**config.mk**
```make
export PLATFORM = sky130hd
export DESIGN_NAME = wdt_recovery_ctrl_flat
export DESIGN_NICKNAME = d
export VERILOG_FILES = /design/src/rtl/wdt_recovery_ctrl_pkg.sv /design/src/rtl/wdt_recovery_ctrl_if.sv /design/src/rtl/wdt_recovery_ctrl_counter.sv /design/src/rtl/wdt_recovery_ctrl.sv /design/src/flat_wrapper.sv
export SDC_FILE = /design/constraint.sdc
export NUM_CORES = 1
export LEC_CHECK = 0
export ABC_CLOCK_PERIOD_IN_PS = 2630
export BUFFER_PORTS_ARGS = -buffer_cell sky130_fd_sc_hd__buf_2
export CELL_PAD_IN_SITES_DETAIL_PLACEMENT = 0
export CELL_PAD_IN_SITES_GLOBAL_PLACEMENT = 1
export CORE_ASPECT_RATIO = 1.2
export CORE_UTILIZATION = 35
export CTS_BUF_LIST = sky130_fd_sc_hd__clkbuf_16
export DETAILED_ROUTE_END_ITERATION = 6
export HOLD_SLACK_MARGIN = 0.05
export PLACE_DENSITY_LB_ADDON = 0.1
export SETUP_SLACK_MARGIN = 0.05
export SLEW_MARGIN = 0
export SYNTH_ARGS = -nofsm -noshare
export SYNTH_HDL_FRONTEND = slang
export SYNTH_HIERARCHICAL = 1
export SYNTH_SLANG_ARGS = --single-unit
```
**constraint.sdc**
```tcl
create_clock -name clk -period 2.63 [get_ports clk]
set_input_delay 0.6575 -clock clk [delete_from_list [all_inputs] [get_ports clk]]
set_output_delay 0.6575 -clock clk [all_outputs]
set_load 0.05 [all_outputs]
```
**src/rtl/wdt_recovery_ctrl_pkg.sv**
```systemverilog
`default_nettype none
// ============================================================================
//  Module      : wdt_pkg
//  Description : Shared types and constants for the watchdog recovery
//                controller: FSM state encoding, register map, kick key,
//                STATUS field positions and a STATUS packing helper.
//  Revision    : 1.0 - initial release
// ============================================================================
package wdt_pkg;

    // FSM state encoding; the value is visible to software in STATUS[1:0]
    typedef enum logic [1:0] {
        ST_DISABLED = 2'd0,
        ST_ARMED    = 2'd1,
        ST_RECOVER  = 2'd2,
        ST_FATAL    = 2'd3
    } wdt_state_t;

    // Register map (din_addr also selects the dout read source)
    localparam logic [1:0] ADDR_CTRL   = 2'd0;
    localparam logic [1:0] ADDR_LOAD   = 2'd1;
    localparam logic [1:0] ADDR_KICK   = 2'd2;
    localparam logic [1:0] ADDR_STATUS = 2'd3;

    // Only this exact word written to KICK counts as a valid kick
    localparam logic [31:0] KICK_KEY = 32'h600D_F00D;

    // STATUS field positions
    localparam int STAT_STATE_LSB   = 0;
    localparam int STAT_RETRIES_LSB = 4;
    localparam int STAT_FATAL_BIT   = 8;
    localparam int STAT_WARN_BIT    = 9;

    // Assemble the STATUS word; unused bits read as zero
    function automatic logic [31:0] pack_status(input logic [1:0] st,
                                                input logic [3:0] retries,
                                                input logic       fat,
                                                input logic       wrn);
        logic [31:0] s;
        s                             = '0;
        s[STAT_STATE_LSB +: 2]        = st;
        s[STAT_RETRIES_LSB +: 4]      = retries;
        s[STAT_FATAL_BIT]             = fat;
        s[STAT_WARN_BIT]              = wrn;
        return s;
    endfunction

endpackage
`default_nettype wire

```
**src/rtl/wdt_recovery_ctrl_if.sv**
```systemverilog
`default_nettype none
// ============================================================================
//  Module      : wdt_recovery_ctrl_if
//  Description : Peripheral register bus of the watchdog recovery controller.
//                One-cycle write strobe, no back-pressure, registered read
//                data selected by din_addr.
//  Revision    : 1.0 - initial release
// ============================================================================
interface wdt_recovery_ctrl_if;
    import wdt_pkg::*;

    logic        din_val;   // write strobe, one cycle per write
    logic [1:0]  din_addr;  // register select / read source select
    logic [31:0] din;       // write data
    logic [31:0] dout;      // registered read data

    // Bus master (CPU side)
    modport master (
        output din_val,
        output din_addr,
        output din,
        input  dout
    );

    // Watchdog side
    modport slave (
        input  din_val,
        input  din_addr,
        input  din,
        output dout
    );

endinterface
`default_nettype wire

```
**src/rtl/wdt_recovery_ctrl_counter.sv**
```systemverilog
`default_nettype none
// ============================================================================
//  Module      : wdt_counter
//  Description : Loadable down-counter for the watchdog timeout. Load has
//                priority over decrement; decrement stops at zero so the
//                count can never wrap.
//  Revision    : 1.0 - initial release
// ============================================================================
module wdt_counter #(
    parameter int               WIDTH   = 24,
    parameter logic [WIDTH-1:0] RST_VAL = '0
) (
    input  wire logic             clk,
    input  wire logic             resetn,
    input  wire logic             load,
    input  wire logic [WIDTH-1:0] load_val,
    input  wire logic             dec,
    output      logic [WIDTH-1:0] count,
    output      logic             zero
);

    logic [WIDTH-1:0] r_count;

    // Count register: reload wins, otherwise saturating decrement
    always_ff @(posedge clk) begin
        if (!resetn) begin
            r_count <= RST_VAL;
        end else if (load) begin
            r_count <= load_val;
        end else if (dec && (r_count != '0)) begin
            r_count <= r_count - WIDTH'(1);
        end
    end

    assign count = r_count;
    assign zero  = (r_count == '0);

endmodule
`default_nettype wire

```
**src/rtl/wdt_recovery_ctrl.sv**
```systemverilog
`default_nettype none
// ============================================================================
//  Module      : wdt_recovery_ctrl
//  Description : Watchdog recovery controller. Software arms a loadable
//                down-counter and must kick it with KICK_KEY before expiry.
//                An expiry or a bad kick holds the guarded CPU in reset for
//                RESET_CYCLES cycles and re-arms; once MAX_RETRIES recoveries
//                have been used, the next timeout latches FATAL until resetn.
//                Optional feature macro: WDT_RECOVERY_PREWARN_EN enables the
//                registered pre-expiry warn output (counter < LOAD/4).
//  Revision    : 1.0 - initial release
// ============================================================================
module wdt_recovery_ctrl
    import wdt_pkg::*;
#(
    parameter int TIMEOUT_W       = 24,
    parameter int DEFAULT_TIMEOUT = 100000,
    parameter int RESET_CYCLES    = 16,
    parameter int MAX_RETRIES     = 3
) (
    input  wire logic          clk,
    input  wire logic          resetn,
    wdt_recovery_ctrl_if.slave bus,
    output      logic          cpu_resetn,
    output      logic          fatal,
    output      logic          warn
);

    // Reset-window counter only needs to hold RESET_CYCLES-1
    localparam int                   c_rc_w      = (RESET_CYCLES > 1) ? $clog2(RESET_CYCLES) : 1;
    localparam logic [c_rc_w-1:0]    c_rc_init   = c_rc_w'(RESET_CYCLES - 1);
    localparam logic [3:0]           c_retry_max = 4'(MAX_RETRIES);
    localparam logic [TIMEOUT_W-1:0] c_load_rst  = TIMEOUT_W'(DEFAULT_TIMEOUT);

    wdt_state_t           r_state;
    wdt_state_t           w_state_nxt;
    logic [3:0]           r_retries;
    logic [3:0]           w_retries_nxt;
    logic [c_rc_w-1:0]    r_rc;
    logic [c_rc_w-1:0]    w_rc_nxt;
    logic [TIMEOUT_W-1:0] r_load;
    logic                 r_ctrl_en;
    logic                 r_cpu_resetn;
    logic [31:0]          r_dout;
    logic [31:0]          w_rd_data;
    logic                 w_warn;

    logic [TIMEOUT_W-1:0] w_count;
    logic                 w_zero;
    logic                 w_cnt_load;
    logic                 w_cnt_dec;

    // Bus write decode; writes are only honoured in DISABLED and ARMED
    logic                 w_wr_ok;
    logic                 w_wr_ctrl;
    logic                 w_wr_load;
    logic                 w_wr_kick;
    logic                 w_kick_ok;
    logic                 w_kick_bad;
    logic [TIMEOUT_W-1:0] w_load_wdata;

    assign w_wr_ok    = (r_state == ST_DISABLED) || (r_state == ST_ARMED);
    assign w_wr_ctrl  = bus.din_val && (bus.din_addr == ADDR_CTRL) && w_wr_ok;
    assign w_wr_load  = bus.din_val && (bus.din_addr == ADDR_LOAD) && w_wr_ok;
    assign w_wr_kick  = bus.din_val && (bus.din_addr == ADDR_KICK) && (r_state == ST_ARMED);
    assign w_kick_ok  = w_wr_kick && (bus.din == KICK_KEY);
    assign w_kick_bad = w_wr_kick && (bus.din != KICK_KEY);

    // A zero timeout would expire immediately, so it is stored as 1
    assign w_load_wdata = (bus.din[TIMEOUT_W-1:0] == '0) ? TIMEOUT_W'(1)
                                                         : bus.din[TIMEOUT_W-1:0];

    wdt_counter #(
        .WIDTH   (TIMEOUT_W),
        .RST_VAL (c_load_rst)
    ) u_counter (
        .clk      (clk),
        .resetn   (resetn),
        .load     (w_cnt_load),
        .load_val (r_load),
        .dec      (w_cnt_dec),
        .count    (w_count),
        .zero     (w_zero)
    );

    // FSM state, retry count and reset-window counter registers
    always_ff @(posedge clk) begin
        if (!resetn) begin
            r_state   <= ST_DISABLED;
            r_retries <= 4'd0;
            r_rc      <= '0;
        end else begin
            r_state   <= w_state_nxt;
            r_retries <= w_retries_nxt;
            r_rc      <= w_rc_nxt;
        end
    end

    // Next-state logic and timeout-counter control
    always_comb begin
        w_state_nxt   = r_state;
        w_retries_nxt = r_retries;
        w_rc_nxt      = r_rc;
        w_cnt_load    = 1'b0;
        w_cnt_dec     = 1'b0;

        case (r_state)
            ST_DISABLED: begin
                // Counter follows LOAD so arming starts from a fresh value
                w_cnt_load = 1'b1;
                if (w_wr_ctrl && bus.din[0]) begin
                    w_state_nxt = ST_ARMED;
                end
            end

            ST_ARMED: begin
                if (w_kick_ok) begin
                    // A valid kick wins even when the count is already zero
                    w_cnt_load = 1'b1;
                end else if (w_kick_bad || w_zero) begin
                    if (r_retries == c_retry_max) begin
                        w_state_nxt = ST_FATAL;
                    end else begin
                        w_retries_nxt = r_retries + 4'd1;
                        w_rc_nxt      = c_rc_init;
                        w_state_nxt   = ST_RECOVER;
                    end
                end else begin
                    w_cnt_dec = 1'b1;
                    if (w_wr_ctrl && !bus.din[0]) begin
                        w_state_nxt = ST_DISABLED;
                    end
                end
            end

            ST_RECOVER: begin
                if (r_rc == '0) begin
                    w_state_nxt = ST_ARMED;
                    w_cnt_load  = 1'b1;
                end else begin
                    w_rc_nxt = r_rc - c_rc_w'(1);
                end
            end

            ST_FATAL: begin
                // Terminal until resetn
            end

            default: begin
                w_state_nxt = ST_DISABLED;
            end
        endcase
    end

    // Software-visible CTRL and LOAD registers
    always_ff @(posedge clk) begin
        if (!resetn) begin
            r_ctrl_en <= 1'b0;
            r_load    <= c_load_rst;
        end else begin
            if (w_wr_ctrl) begin
                r_ctrl_en <= bus.din[0];
            end
            if (w_wr_load) begin
                r_load <= w_load_wdata;
            end
        end
    end

    // CPU reset is low whenever the FSM is in RECOVER or FATAL
    always_ff @(posedge clk) begin
        if (!resetn) begin
            r_cpu_resetn <= 1'b1;
        end else begin
            r_cpu_resetn <= (w_state_nxt == ST_DISABLED) || (w_state_nxt == ST_ARMED);
        end
    end

`ifdef WDT_RECOVERY_PREWARN_EN
    logic [TIMEOUT_W-1:0] w_cnt_nxt;
    logic                 r_warn;

    // Count value the counter will hold next cycle, so warn lines up with it
    assign w_cnt_nxt = w_cnt_load ? r_load :
                       (w_cnt_dec && !w_zero) ? (w_count - TIMEOUT_W'(1)) : w_count;

    // Pre-expiry warning: armed and below a quarter of the timeout
    always_ff @(posedge clk) begin
        if (!resetn) begin
            r_warn <= 1'b0;
        end else begin
            r_warn <= (w_state_nxt == ST_ARMED) && (w_cnt_nxt < (r_load >> 2));
        end
    end

    assign w_warn = r_warn;
`else
    assign w_warn = 1'b0;
`endif

    // Read mux; the registered copy appears on dout one cycle later
    always_comb begin
        w_rd_data = '0;
        case (bus.din_addr)
            ADDR_CTRL:   w_rd_data = {31'd0, r_ctrl_en};
            ADDR_LOAD:   w_rd_data = 32'(r_load);
            ADDR_KICK:   w_rd_data = 32'(w_count);
            ADDR_STATUS: w_rd_data = pack_status(r_state, r_retries, fatal, w_warn);
            default:     w_rd_data = '0;
        endcase
    end

    // Registered read data
    always_ff @(posedge clk) begin
        if (!resetn) begin
            r_dout <= '0;
        end else begin
            r_dout <= w_rd_data;
        end
    end

    assign bus.dout   = r_dout;
    assign cpu_resetn = r_cpu_resetn;
    assign fatal      = (r_state == ST_FATAL);
    assign warn       = w_warn;

endmodule
`default_nettype wire

```
**src/flat_wrapper.sv**
```systemverilog
// flat-port wrapper written by rule: the top's interface ports become plain ports
module wdt_recovery_ctrl_flat import wdt_pkg::*;
#(
    parameter int TIMEOUT_W       = 24,
    parameter int DEFAULT_TIMEOUT = 100000,
    parameter int RESET_CYCLES    = 16,
    parameter int MAX_RETRIES     = 3
)
  (clk, resetn, cpu_resetn, fatal, warn, bus_din_val, bus_din_addr, bus_din, bus_dout);
  wdt_recovery_ctrl_if bus_i ();
  input  wire logic clk;
  input  wire logic resetn;
  output      logic cpu_resetn;
  output      logic fatal;
  output      logic warn;
  input wire logic [$bits(bus_i.din_val)-1:0] bus_din_val;
  input wire logic [$bits(bus_i.din_addr)-1:0] bus_din_addr;
  input wire logic [$bits(bus_i.din)-1:0] bus_din;
  output wire logic [$bits(bus_i.dout)-1:0] bus_dout;
  assign bus_i.din_val = bus_din_val;
  assign bus_i.din_addr = bus_din_addr;
  assign bus_i.din = bus_din;
  assign bus_dout = bus_i.dout;
  wdt_recovery_ctrl #(.TIMEOUT_W(TIMEOUT_W), .DEFAULT_TIMEOUT(DEFAULT_TIMEOUT), .RESET_CYCLES(RESET_CYCLES), .MAX_RETRIES(MAX_RETRIES)) u_core (.clk(clk), .resetn(resetn), .bus(bus_i), .cpu_resetn(cpu_resetn), .fatal(fatal), .warn(warn));
endmodule
```
### Word level (Yosys, flattened, before mapping)

Index checks and enable logic that the tools add are counted.

* register bits after elaboration: 92
* latch bits: 0
* memory bits (writable): 0
* bits in read-only memories: 0
* input bits: 37
* output and inout bits: 35
* logic and storage cells: 75
* memories kept: 0

* add/subtract/negate cells: 3
* multiply operators: 0
* div/mod/pow operators: 0
* order comparisons: 0
* eq/ne operators: 14
* shifts and indexed selects: 0
* mux-type cells: 22
* bitwise gates (word level): 2
* reduce and logical (&&, ||, !) cells: 26

Operators by type and width (count)
* 32-bit case mux with 4 select lines: 1
* 24-bit two-way mux: 3
* 24-bit logical NOT: 2
* 32-bit by 31-bit == test with 1-bit output (second input constant): 1
* 32-bit by 31-bit inequality test with 1-bit output (second input constant): 1
* 24-bit nonzero test: 1
* 24-bit by 1-bit subtractor with 24-bit output (second input constant): 1
* 4-bit two-way mux: 4
* 1-bit logical AND: 11
* 2-bit two-way mux: 5
* 2-bit == test (second input constant): 4
* 2-bit inequality test (second input constant): 4
* 4-bit case mux with 2 select lines: 1
* 2-bit by 1-bit == test with 1-bit output (second input constant): 3
* 2-bit logical NOT: 3
* 1-bit two-way mux: 6
* 2-bit case mux with 3 select lines: 1
* 5-bit AND reduction: 1
* 4-bit by 1-bit adder with 4-bit output (second input constant): 1
* 4-bit by 2-bit == test with 1-bit output (second input constant): 1
* 4-bit logical NOT: 1
* 4-bit AND reduction: 1
* 2-bit nonzero test: 2
* 4-bit by 1-bit subtractor with 4-bit output (second input constant): 1
* 4 further kinds: 7

### Depth between registers and ports, before layout

Gate-level depths: netlist of run 1.

* depth in word-level cells: 11
* gate-level depth with buffers: 12
* depth with buffers taken out: 10

### By module

Netlist of run 1, hierarchy kept.

By module, submodules not included
* wdt_recovery_ctrl: times used 1, cells each 304, area each 2613.8 µm², sequential area each 1201.2 µm²
* wdt_counter: times used 1, cells each 179, area each 1462.7 µm², sequential area each 480.5 µm²

### Worst setup path before layout of run 1

Ideal clock, no wire load.

* path kind: input to register
* from: input port bus_din[24]
* to: register u_core.u_counter.r_count[15] (netlist: u_core/u_counter/count[15])
* library setup time: 137 ps
* arrival: 2577 ps
* data required time: 2493 ps
* setup slack: -84 ps
* stages: 10
* path buffers: 3
* cell sequence: or4b_1 nor3_2 and4_1 buf_6 or2_2 clkbuf_1 clkbuf_1 nand2_1 nor2_1 a31oi_1

* elaborated cells on any way between the ends: 13
* those cells by class: eq/ne: 2; mux: 6; reduce/logical: 5

RTL lines
* from (decl): line flat_wrapper.sv:18 `input wire logic [$bits(bus_i.din)-1:0] bus_din;`
* 32-bit by 31-bit == test with 1-bit output *: line wdt_recovery_ctrl.sv:66 `assign w_kick_ok = w_wr_kick && (bus.din == KICK_KEY);`
* 1-bit logical AND *: line wdt_recovery_ctrl.sv:66
* 1-bit two-way mux *: line wdt_recovery_ctrl.sv:117 `if (w_kick_ok) begin`
* 1-bit case mux with 3 select lines *: line wdt_recovery_ctrl.sv:107 `case (r_state)`
* named net u_core.w_cnt_load: line wdt_recovery_ctrl.sv:50 `logic w_cnt_load;`
* 24-bit two-way mux or 2-bit nonzero test (tied branches)
* to (signal assigned): line wdt_recovery_ctrl_counter.sv:29 `r_count <= load_val;`
* to (signal assigned): line wdt_recovery_ctrl_counter.sv:31 `r_count <= r_count - WIDTH'(1);`
* to (decl): line wdt_recovery_ctrl_counter.sv:22 `logic [WIDTH-1:0] r_count;`

The timed path passes the listed nets; every way through them passes the cells marked *.
A chain may end at the register's enable or synchronous reset.

### Worst setup path in the final report of run 1

* from: register u_core.u_counter.r_count[14] (netlist: u_core/u_counter/count[14])
* to: register u_core.u_counter.r_count[18] (netlist: u_core/u_counter/count[18])

* word-level cells in the longest chain between the ends: 7
* elaborated cells on any way between the ends: 11
* those cells by class: add/sub: 1; mux: 5; reduce/logical: 5

RTL lines
* 24-bit logical NOT: line wdt_recovery_ctrl_counter.sv:36 `assign zero = (r_count == '0);`
* named net u_core.w_zero: line wdt_recovery_ctrl.sv:49 `logic w_zero;`
* 1-bit logical OR: line wdt_recovery_ctrl.sv:120 `end else if (w_kick_bad || w_zero) begin`
* 1-bit two-way mux: line wdt_recovery_ctrl.sv:120
* 1-bit two-way mux: line wdt_recovery_ctrl.sv:117
* 1-bit two-way mux: line wdt_recovery_ctrl.sv:107
* named net u_core.w_cnt_dec: line wdt_recovery_ctrl.sv:51 `logic w_cnt_dec;`
* 1-bit logical AND: line wdt_recovery_ctrl_counter.sv:30 `end else if (dec && (r_count != '0)) begin`
* 2-bit nonzero test (no line)

The timed path passes the listed nets, and every way through them passes these cells. The select of a mux whose other input is x is not followed.

==> insert_results.sql, run 1 <==
INSERT INTO impl_metrics (metric_group, metric, value, unit) VALUES
('logic_synthesis', 'synthTopCellsByArea', 'sky130_fd_sc_hd__dfxtp_1, sky130_fd_sc_hd__nand2_1, sky130_fd_sc_hd__a22oi_1, sky130_fd_sc_hd__a21oi_1, sky130_fd_sc_hd__nor2_1', ''),
('floorplanning', 'dieHeight', '120.2', 'um'),
('worst_setup_path', 'crit_type', 'flop to flop', ''),
('power_and_ir_drop', 'power_frac_comb', '12.5', '%'),
('detailed_routing', 'first_pass_iters', '4', ''),
('clock_network', 'cts.path.max_buffers', '2', ''),
('placed_design', 'port_buffers', '62', ''),
('detailed_routing', 'avgViaCountPerCell', '5.237', ''),
('sta', 'final_period_minus_worst_setup_slack', '2.436', 'ns'),
('worst_setup_path', 'worst-path-max-fanout', '5', ''),
('power_and_ir_drop', 'powerDensity', '553.6', 'nW/um2'),
('global_routing', 'globalRouteTotalUtil', '20.94', '%'),
('floorplanning', 'floorplan.initialDensity', '36.42', '%'),
('final_layout', 'area_growth', '25.51', '%'),
('power_and_ir_drop', 'post-layout-total-power', '2.832', 'mW'),
('placed_design', 'gp_congestion', '0.8924', ''),
('detailed_routing', 'ant_nets', '0', ''),
('clock_network', 'tritoncts_clock_tree', 'yes', ''),
('sta', 'final_hold_viol_count', '0', ''),
('clock_network', 'cts.reportedPaths.clkPinSlew', '0.06', 'ns'),
('logic_synthesis', 'yosysSeqAreaShare', '41.25', '%'),
('clock_network', 'clock-sinks', '84', ''),
('power_and_ir_drop', 'power.share.switching', '27.04', '%'),
('worst_setup_path', 'r2r_setup_slack', '0.19', 'ns'),
('detailed_routing', 'via_count', '3870', ''),
('final_layout', 'finalCoreUtilization', '45.71', '%'),
('logic_synthesis', 'netlist.top_cell.by_area', 'sky130_fd_sc_hd__dfxtp_1', ''),
('placed_design', 'dp.cells', '723', ''),
('clock_network', 'hold_buffers', '0', ''),
('worst_setup_path', 'ff2ff_path_depth', '12', ''),
('worst_setup_path', 'cpLargestDelayFamily', 'simple AND/OR/NAND/NOR gates', ''),
('logic_synthesis', 'synth_cells', '483', ''),
('worst_setup_path', 'cpPeakStageDelay', '0.39', 'ns'),
('logic_synthesis', 'synth_seq_cells', '84', ''),
('sta', 'timing.final.setup_violations', '0', ''),
('worst_setup_path', 'reg2reg_to', 'u_core/u_counter/count[18]', ''),
('hold_path', 'timing.hold.worst_endpoint', 'u_core/r_load[3]', ''),
('logic_synthesis', 'synth-edff-count', '0', ''),
('hold_path', 'hold_path.class', 'flop to flop', ''),
('final_layout', 'final_nets', '621', ''),
('worst_setup_path', 'worst_ep_required_time', '2.85', 'ns'),
('logic_synthesis', 'post_synth.cell_area_avg', '8.440', 'um2'),
('floorplanning', 'fp.dieArea', '12080', 'um2'),
('worst_setup_path', 'endpoint_kind', 'flop', ''),
('worst_setup_path', 'crit_buf_inv', '3', ''),
('sta', 'worst_slew_pin_slew', '0.6246', 'ns'),
('power_and_ir_drop', 'leakage_power_of_the_design', '2.045', 'nW'),
('run_status', 'status', 'finished, final reports clean', ''),
('logic_synthesis', 'synth_flop_cell', 'sky130_fd_sc_hd__dfxtp_1', ''),
('global_routing', 'first_global_vias', '3797', ''),
('worst_setup_path', 'critPathArrivalTime', '2.66', 'ns'),
('clock_network', 'cts-htree-levels', '3', ''),
('logic_synthesis', 'share_of_yosys_cell_area_claimed_by_the_top_area_cell_type', '41.25', '%'),
('global_routing', 'grt_first_pass_wirelength', '19420', 'um'),
('logic_synthesis', 'synth.yosys.warnings', '6', ''),
('detailed_routing', 'route.detailed.drc', '0', ''),
('clock_network', 'post-cts-setup-buffer-count', '0', ''),
('sta', 'grt_setup_unrepaired', 'false', ''),
('clock_network', 'tritoncts.num_buffers', '9', ''),
('power_and_ir_drop', 'pwr-share-seq', '47.5', '%'),
('worst_setup_path', 'reg2reg_from', 'u_core/u_counter/count[14]', ''),
('logic_synthesis', 'yosys.cell_types.count', '66', ''),
('global_routing', 'initial_antenna_violation_count', '0', ''),
('sta', 'max-slew-margin-rel', '58.27', '%'),
('sta', 'max_freq', '410.6', 'MHz'),
('worst_setup_path', 'timing.critical_path.cells', 'nor4_4, nand4_1, nor3_2, buf_4, nor3_2, nand2_1, nor3_2, buf_4, nand3_1, buf_4, nor3_1, o311a_1', ''),
('global_routing', 'grt-ovfl-total', '0', ''),
('floorplanning', 'placement_rows', '42', ''),
('power_and_ir_drop', 'power.net_switching', '0.7657', 'mW'),
('sta', 'post_route_skew', '0.004742', 'ns'),
('worst_setup_path', 'worstSetupStartpointType', 'flop', '');
layer usage:
layer | vias to the layer above | GRT usage (%) | share of wire, %
met1 | 1833 | 26.47 | 44
met4 | 0 | 8.967 | 2.7
met2 | 89 | 35.70 | 49
met5 | - | 0 | 0
li1 | 1929 | - | -
met3 | 19 | 2.486 | 4.1
logic make-up after synthesis:
group           count (synthesis)  synth area share [%]
compound gates                125                 19.92
flops                          84                 41.25
xor+xnor                       10                 2.149
buf+inv                        48                 5.862
fa+ha+maj                       4                 1.228
mux                            11                 3.192
simple gates                  200                 26.30
other cells                     1               0.09199
cell type report:
cell class                      instances  area (um2)  area share [%]
Multi-Input combinational cell        359        2216           43.31
Sequential cell                        84        1682           32.87
Clock buffer                            9       225.2           4.402
Timing Repair Buffer                  119       738.2           14.43
Tap cell                              154       192.7           3.766
Inverter                                7       26.28          0.5136
Clock inverter                          7       36.28          0.7092
worst max-delay path by stage:
stage / start / to / slack [ns] / cells after the start
after detailed placement: bus_din[20] / u_core/u_counter/count[21] / -0.12 / 9
after global placement: bus_din[20] / u_core/u_counter/count[15] / -0.05 / 9
after global routing: u_core/u_counter/count[14] / u_core/u_counter/count[18] / 0.07 / 12
final: u_core/u_counter/count[14] / u_core/u_counter/count[18] / 0.19 / 12
after floorplan: bus_din[24] / u_core/u_counter/count[16] / 0.06 / 11
after CTS: u_core/u_counter/count[13] / u_core/u_counter/count[12] / 0.11 / 12
per-stage QoR:
step | worst slack, ns | area [um2]
3_3_place_gp | -0.05355 | 4830
3_5_place_dp | -0.1174 | 4830
4_1_cts | 0.1081 | 5100
2_1_floorplan | 0.06443 | 4115
5_1_grt | 0.06553 | 5116
6_report | 0.1944 | 5116
flip-flops by register name (all words and copies together), names as in the netlist, named ones only:
name,cells
u_core/bus.dout,24
u_core/r_load,24
u_core/u_counter/count,24
u_core/r_rc,4
u_core/r_retries,4
u_core/cpu_resetn,1
u_core/r_ctrl_en,1
synth_stat cells (7+ instances only):
cell type	count
sky130_fd_sc_hd__a21oi_1	33
sky130_fd_sc_hd__a22oi_1	23
sky130_fd_sc_hd__a31oi_1	11
sky130_fd_sc_hd__buf_4	10
sky130_fd_sc_hd__clkbuf_1	23
sky130_fd_sc_hd__dfxtp_1	84
sky130_fd_sc_hd__nand2_1	62
sky130_fd_sc_hd__nand2b_1	7
sky130_fd_sc_hd__nand3_1	16
sky130_fd_sc_hd__nor2_1	40
sky130_fd_sc_hd__nor3_1	11
sky130_fd_sc_hd__nor4_1	7
sky130_fd_sc_hd__o211ai_1	7
sky130_fd_sc_hd__o21ai_0	23
sky130_fd_sc_hd__o31ai_1	8
sky130_fd_sc_hd__or4_1	10
sky130_fd_sc_hd__xor2_1	7
power groups by stage:
stage / clock [mW] / sequential, mW / combinational, mW
2_1_floorplan: 0 / 1.41 / 0.187
3_3_place_gp: 0 / 1.37 / 0.351
3_5_place_dp: 0 / 1.37 / 0.353
4_1_cts: 1.16 / 1.35 / 0.355
5_1_grt: 1.20 / 1.35 / 0.386
6_report: 1.13 / 1.35 / 0.355
worst register-to-register path, stage by stage, from the launching register on:
cell	delay, ns
sky130_fd_sc_hd__dfxtp_1	0.33
sky130_fd_sc_hd__nor4_4	0.40
sky130_fd_sc_hd__nand4_1	0.25
sky130_fd_sc_hd__nor3_2	0.24
sky130_fd_sc_hd__buf_4	0.17
sky130_fd_sc_hd__nor3_2	0.06
sky130_fd_sc_hd__nand2_1	0.11
sky130_fd_sc_hd__nor3_2	0.05
sky130_fd_sc_hd__buf_4	0.13
sky130_fd_sc_hd__nand3_1	0.09
sky130_fd_sc_hd__buf_4	0.15
sky130_fd_sc_hd__nor3_1	0.04
sky130_fd_sc_hd__o311a_1	0.29
repair_timing:
item / CTS / global route
endpoints found under the setup margin: 1 / 4
cloned: 0 / 0
resized for setup: 1 / 3
cells in the final DEF, fill, tap and decap left out, types with 3 or more instances in the layout:
master                       n
sky130_fd_sc_hd__and2_1      3
sky130_fd_sc_hd__nor2b_1     5
sky130_fd_sc_hd__o21a_1      4
sky130_fd_sc_hd__nand2b_1    7
sky130_fd_sc_hd__or3_1       4
sky130_fd_sc_hd__o21ai_0    23
sky130_fd_sc_hd__nand3b_1    3
sky130_fd_sc_hd__nand2_1    62
sky130_fd_sc_hd__a31oi_1    11
sky130_fd_sc_hd__buf_4      57
sky130_fd_sc_hd__ha_1        4
sky130_fd_sc_hd__nor4_1      6
sky130_fd_sc_hd__clkbuf_16   9
sky130_fd_sc_hd__mux2_2      6
sky130_fd_sc_hd__a21oi_1    33
sky130_fd_sc_hd__nor3_1      8
sky130_fd_sc_hd__mux2i_1     4
sky130_fd_sc_hd__and4_1      3
sky130_fd_sc_hd__or4_1      10
sky130_fd_sc_hd__nand4_1     5
sky130_fd_sc_hd__xor2_1      7
sky130_fd_sc_hd__o211ai_1    7
sky130_fd_sc_hd__nand3_1    16
sky130_fd_sc_hd__nor2_1     40
sky130_fd_sc_hd__o31ai_1     8
sky130_fd_sc_hd__dfxtp_1    84
sky130_fd_sc_hd__xnor2_1     3
sky130_fd_sc_hd__nor3_2      4
sky130_fd_sc_hd__o211a_1     3
sky130_fd_sc_hd__inv_1       8
sky130_fd_sc_hd__conb_1      9
sky130_fd_sc_hd__buf_2      62
sky130_fd_sc_hd__a22oi_1    23
(Power assumes the default switching activity.)
==> inputs of run 2 (changes only) <==
--- a/config.mk
+++ b/config.mk
@@ -14,7 +14,7 @@
 export CTS_BUF_LIST = sky130_fd_sc_hd__clkbuf_16
 export DETAILED_ROUTE_END_ITERATION = 6
 export HOLD_SLACK_MARGIN = 0.05
-export PLACE_DENSITY_LB_ADDON = 0.1
+export PLACE_DENSITY = 0.71
 export SETUP_SLACK_MARGIN = 0.05
 export SLEW_MARGIN = 0
 export SYNTH_ARGS = -nofsm -noshare
==> insert_results.sql, run 2 (synthesis results as in run 1) <==
INSERT INTO impl_metrics (metric_group, metric, value, unit) VALUES
('clock_network', 'hold_buffers', '0', ''),
('power_and_ir_drop', 'leakage_power_of_the_design', '2.028', 'nW'),
('clock_network', 'tritoncts.num_buffers', '9', ''),
('power_and_ir_drop', 'power.internal', '2.162', 'mW'),
('power_and_ir_drop', 'power.net_switching', '0.7734', 'mW'),
('hold_path', 'hold_path.class', 'flop to flop', ''),
('detailed_routing', 'ant_nets', '0', ''),
('final_layout', 'layout_commonest_cell', 'sky130_fd_sc_hd__dfxtp_1', ''),
('global_routing', 'grt-ovfl-total', '0', ''),
('placed_design', 'gp_congestion', '0.8632', ''),
('floorplanning', 'total_core_area', '11190', 'um2'),
('final_layout', 'n_antenna_cell', '0', ''),
('clock_network', 'tritoncts_clock_tree', 'yes', ''),
('final_layout', 'num-fill-cells', '1138', ''),
('global_routing', 'initial_antenna_violation_count', '0', ''),
('detailed_routing', 'via_count', '3857', ''),
('global_routing', 'globalRouteMet2Util', '33.22', '%'),
('worst_setup_path', 'worst_ep_required_time', '2.83', 'ns'),
('sta', 'post_route_skew', '0.006929', 'ns'),
('worst_setup_path', 'worst-path-max-fanout', '6', ''),
('final_layout', 'share_of_final_layout_standard_cells_stronger_than_drive_strength_1', '27.38', '%'),
('floorplanning', 'dieHeight', '120.2', 'um'),
('floorplanning', 'fp.dieArea', '12080', 'um2'),
('worst_setup_path', 'worstSetupStartpointType', 'flop', ''),
('sta', 'max-slew-margin-rel', '61.00', '%'),
('final_layout', 'finalCoreUtilization', '45.85', '%'),
('sta', 'finalSetupTns', '0', 'ns'),
('clock_network', 'clock_latency', '0.34', 'ns'),
('final_layout', 'final_nets', '613', ''),
('global_routing', 'groute.layer.met1.usage', '25.56', '%'),
('worst_setup_path', 'r2r_setup_slack', '0.19', 'ns'),
('final_layout', 'area_growth', '25.91', '%'),
('sta', 'worst_slew_pin_slew', '0.5839', 'ns'),
('placed_design', 'dp_hpwl', '8406', 'um'),
('power_and_ir_drop', 'clock_power_share', '42.2', '%'),
('power_and_ir_drop', 'power.share.switching', '26.35', '%'),
('sta', 'timing.final.setup_violations', '0', ''),
('detailed_routing', 'first_pass_iters', '4', ''),
('worst_setup_path', 'worst_setup_path_startpoint', 'u_core/u_counter/count[11]', ''),
('sta', 'period_share', '92.96', '%'),
('global_routing', 'first_global_vias', '3628', ''),
('sta', 'final_hold_viol_count', '0', ''),
('sta', 'grt_setup_unrepaired', 'false', ''),
('worst_setup_path', 'reg2reg_from', 'u_core/u_counter/count[11]', ''),
('sta', 'max_freq', '409.0', 'MHz'),
('worst_setup_path', 'endpoint_kind', 'flop', ''),
('power_and_ir_drop', 'pwr-share-seq', '46.0', '%'),
('placed_design', 'port_buffers', '62', ''),
('final_layout', 'mostFrequentLayoutCells', 'sky130_fd_sc_hd__dfxtp_1, sky130_fd_sc_hd__buf_2, sky130_fd_sc_hd__nand2_1, sky130_fd_sc_hd__buf_4, sky130_fd_sc_hd__nor2_1', ''),
('detailed_routing', 'route.final.wire_length', '11480', 'um'),
('power_and_ir_drop', 'powerDensity', '571.9', 'nW/um2'),
('power_and_ir_drop', 'power_frac_comb', '11.9', '%'),
('worst_setup_path', 'critPathArrivalTime', '2.64', 'ns'),
('global_routing', 'grt_first_pass_wirelength', '18440', 'um'),
('detailed_routing', 'detailedRoute.firstIterationViolations', '140', ''),
('clock_network', 'clock-sinks', '84', ''),
('global_routing', 'largest_net_degree_at_the_start_of_global_routing', '44', ''),
('global_routing', 'globalRouteTotalUtil', '19.83', '%'),
('global_routing', 'globalRouteMet3Util', '3.873', '%'),
('clock_network', 'cts.reportedPaths.clkPinSlew', '0.06', 'ns'),
('worst_setup_path', 'ff2ff_path_depth', '13', ''),
('detailed_routing', 'route.detailed.drc', '0', ''),
('worst_setup_path', 'reg2reg_to', 'u_core/u_counter/count[5]', ''),
('clock_network', 'clockRootBuffer', 'sky130_fd_sc_hd__clkbuf_16', ''),
('floorplanning', 'placement_rows', '42', ''),
('job', 'cap_violations', '0', ''),
('clock_network', 'cts.path.max_buffers', '2', ''),
('power_and_ir_drop', 'ir_worst_vdd', '0.3035', 'mV'),
('detailed_routing', 'avgViaCountPerCell', '5.276', ''),
('worst_setup_path', 'crit_type', 'flop to flop', ''),
('clock_network', 'cts-htree-levels', '3', ''),
('detailed_routing', 'route.detailed.wl_per_inst', '15.70', 'um'),
('run_status', 'status', 'finished, final reports clean', ''),
('sta', 'report.final.slew_viol_count', '0', ''),
('global_routing', 'layer_with_the_highest_usage', 'met2', ''),
('worst_setup_path', 'worst_setup_path_endpoint', 'u_core/u_counter/count[5]', ''),
('floorplanning', 'floorplan.initialDensity', '36.42', '%'),
('sta', 'final_period_minus_worst_setup_slack', '2.445', 'ns'),
('floorplanning', 'io-pin-count', '72', ''),
('floorplanning', 'die_width', '100.5', 'um');
## run 2: changes by cell type in the layout (fill, tap and decap cells not counted), sizes merged
cell and delta:
bufinv +1, clkinvlp -1, clkinv +1, buf -8
inv -1
## run 2: power groups by stage
stage	Combinational [mW]	Clock, mW	Sequential (mW)
after floorplan	0.187	0	1.41
after global placement	0.336	0	1.38
after detailed placement	0.340	0	1.38
after CTS	0.342	1.27	1.35
after global routing	0.379	1.32	1.35
final	0.349	1.24	1.35
## run 2: how the worst min path moves through the flow
stage / startpoint / endpoint / slack, ns / cells after the start
after floorplan: u_core/r_load[13] / u_core/r_load[13] / 0.44 / 2
after global placement: u_core/r_load[8] / u_core/r_load[8] / 0.46 / 2
after detailed placement: u_core/r_load[8] / u_core/r_load[8] / 0.47 / 2
after CTS: u_core/r_load[8] / u_core/r_load[8] / 0.48 / 2
after global routing: u_core/r_load[2] / u_core/r_load[2] / 0.51 / 2
final: u_core/r_load[8] / u_core/r_load[8] / 0.47 / 2
## run 2: through the flow
| step | worst slack, ns | cells | total power [mW] | hold WS, ns | instance area [um2] |
|---|---|---|---|---|---|
| 6_report | 0.1850 | 731 | 2.935 | 0.4703 | 5132 |
| 3_5_place_dp | -0.006258 | 710 | 1.717 | 0.4669 | 4757 |
| 4_1_cts | 0.04736 | 727 | 2.965 | 0.4754 | 5055 |
| 5_1_grt | 0.08748 | 731 | 3.056 | 0.5060 | 5132 |
| 2_1_floorplan | 0.06443 | 491 | 1.594 | 0.4439 | 4115 |
| 3_3_place_gp | 0.0004454 | 710 | 1.712 | 0.4589 | 4757 |
## run 2: critical path, cell delays in order, from the launching register on
cell and delay [ns]:
sky130_fd_sc_hd__dfxtp_4 0.36, sky130_fd_sc_hd__nor4_2 0.28, sky130_fd_sc_hd__buf_4 0.16, sky130_fd_sc_hd__nand4_1 0.15, sky130_fd_sc_hd__nor3_2 0.23, sky130_fd_sc_hd__buf_4 0.16, sky130_fd_sc_hd__nor3_2 0.04, sky130_fd_sc_hd__buf_4 0.15
sky130_fd_sc_hd__buf_12 0.12, sky130_fd_sc_hd__buf_4 0.13, sky130_fd_sc_hd__and3b_2 0.18, sky130_fd_sc_hd__o21ai_0 0.10, sky130_fd_sc_hd__xor2_1 0.17, sky130_fd_sc_hd__a21oi_1 0.07
## run 2: area by class of cell
| class | count | area (um2) | share of cell area [%] |
|---|---|---|---|
| inverter | 7 | 26.28 | 0.5119 |
| clock buffer | 9 | 225.2 | 4.388 |
| clock inverter | 7 | 58.81 | 1.146 |
| tap | 154 | 192.7 | 3.754 |
| sequential | 84 | 1695 | 33.03 |
| multi-input combinational | 359 | 2218 | 43.22 |
| timing repair buffer | 111 | 715.7 | 13.94 |
## run 2: metal layers
layer  part of all wire, %  routed length (um)  up-vias
met5                     0                   0        -
met4                   1.4                 166        0
met3                   3.9                 443       11
met2                    49                5567       86
met1                    46                5300     1841
li1                      -                   -     1919
## run 2: repair_timing
| action | CTS | global route |
|---|---|---|
| endpoints found under the hold margin | 0 | 0 |
| pin swaps | 1 | 6 |
| setup endpoints to repair | 3 | 15 |
| setup buffers | 1 | 4 |
| resized for setup | 1 | 14 |
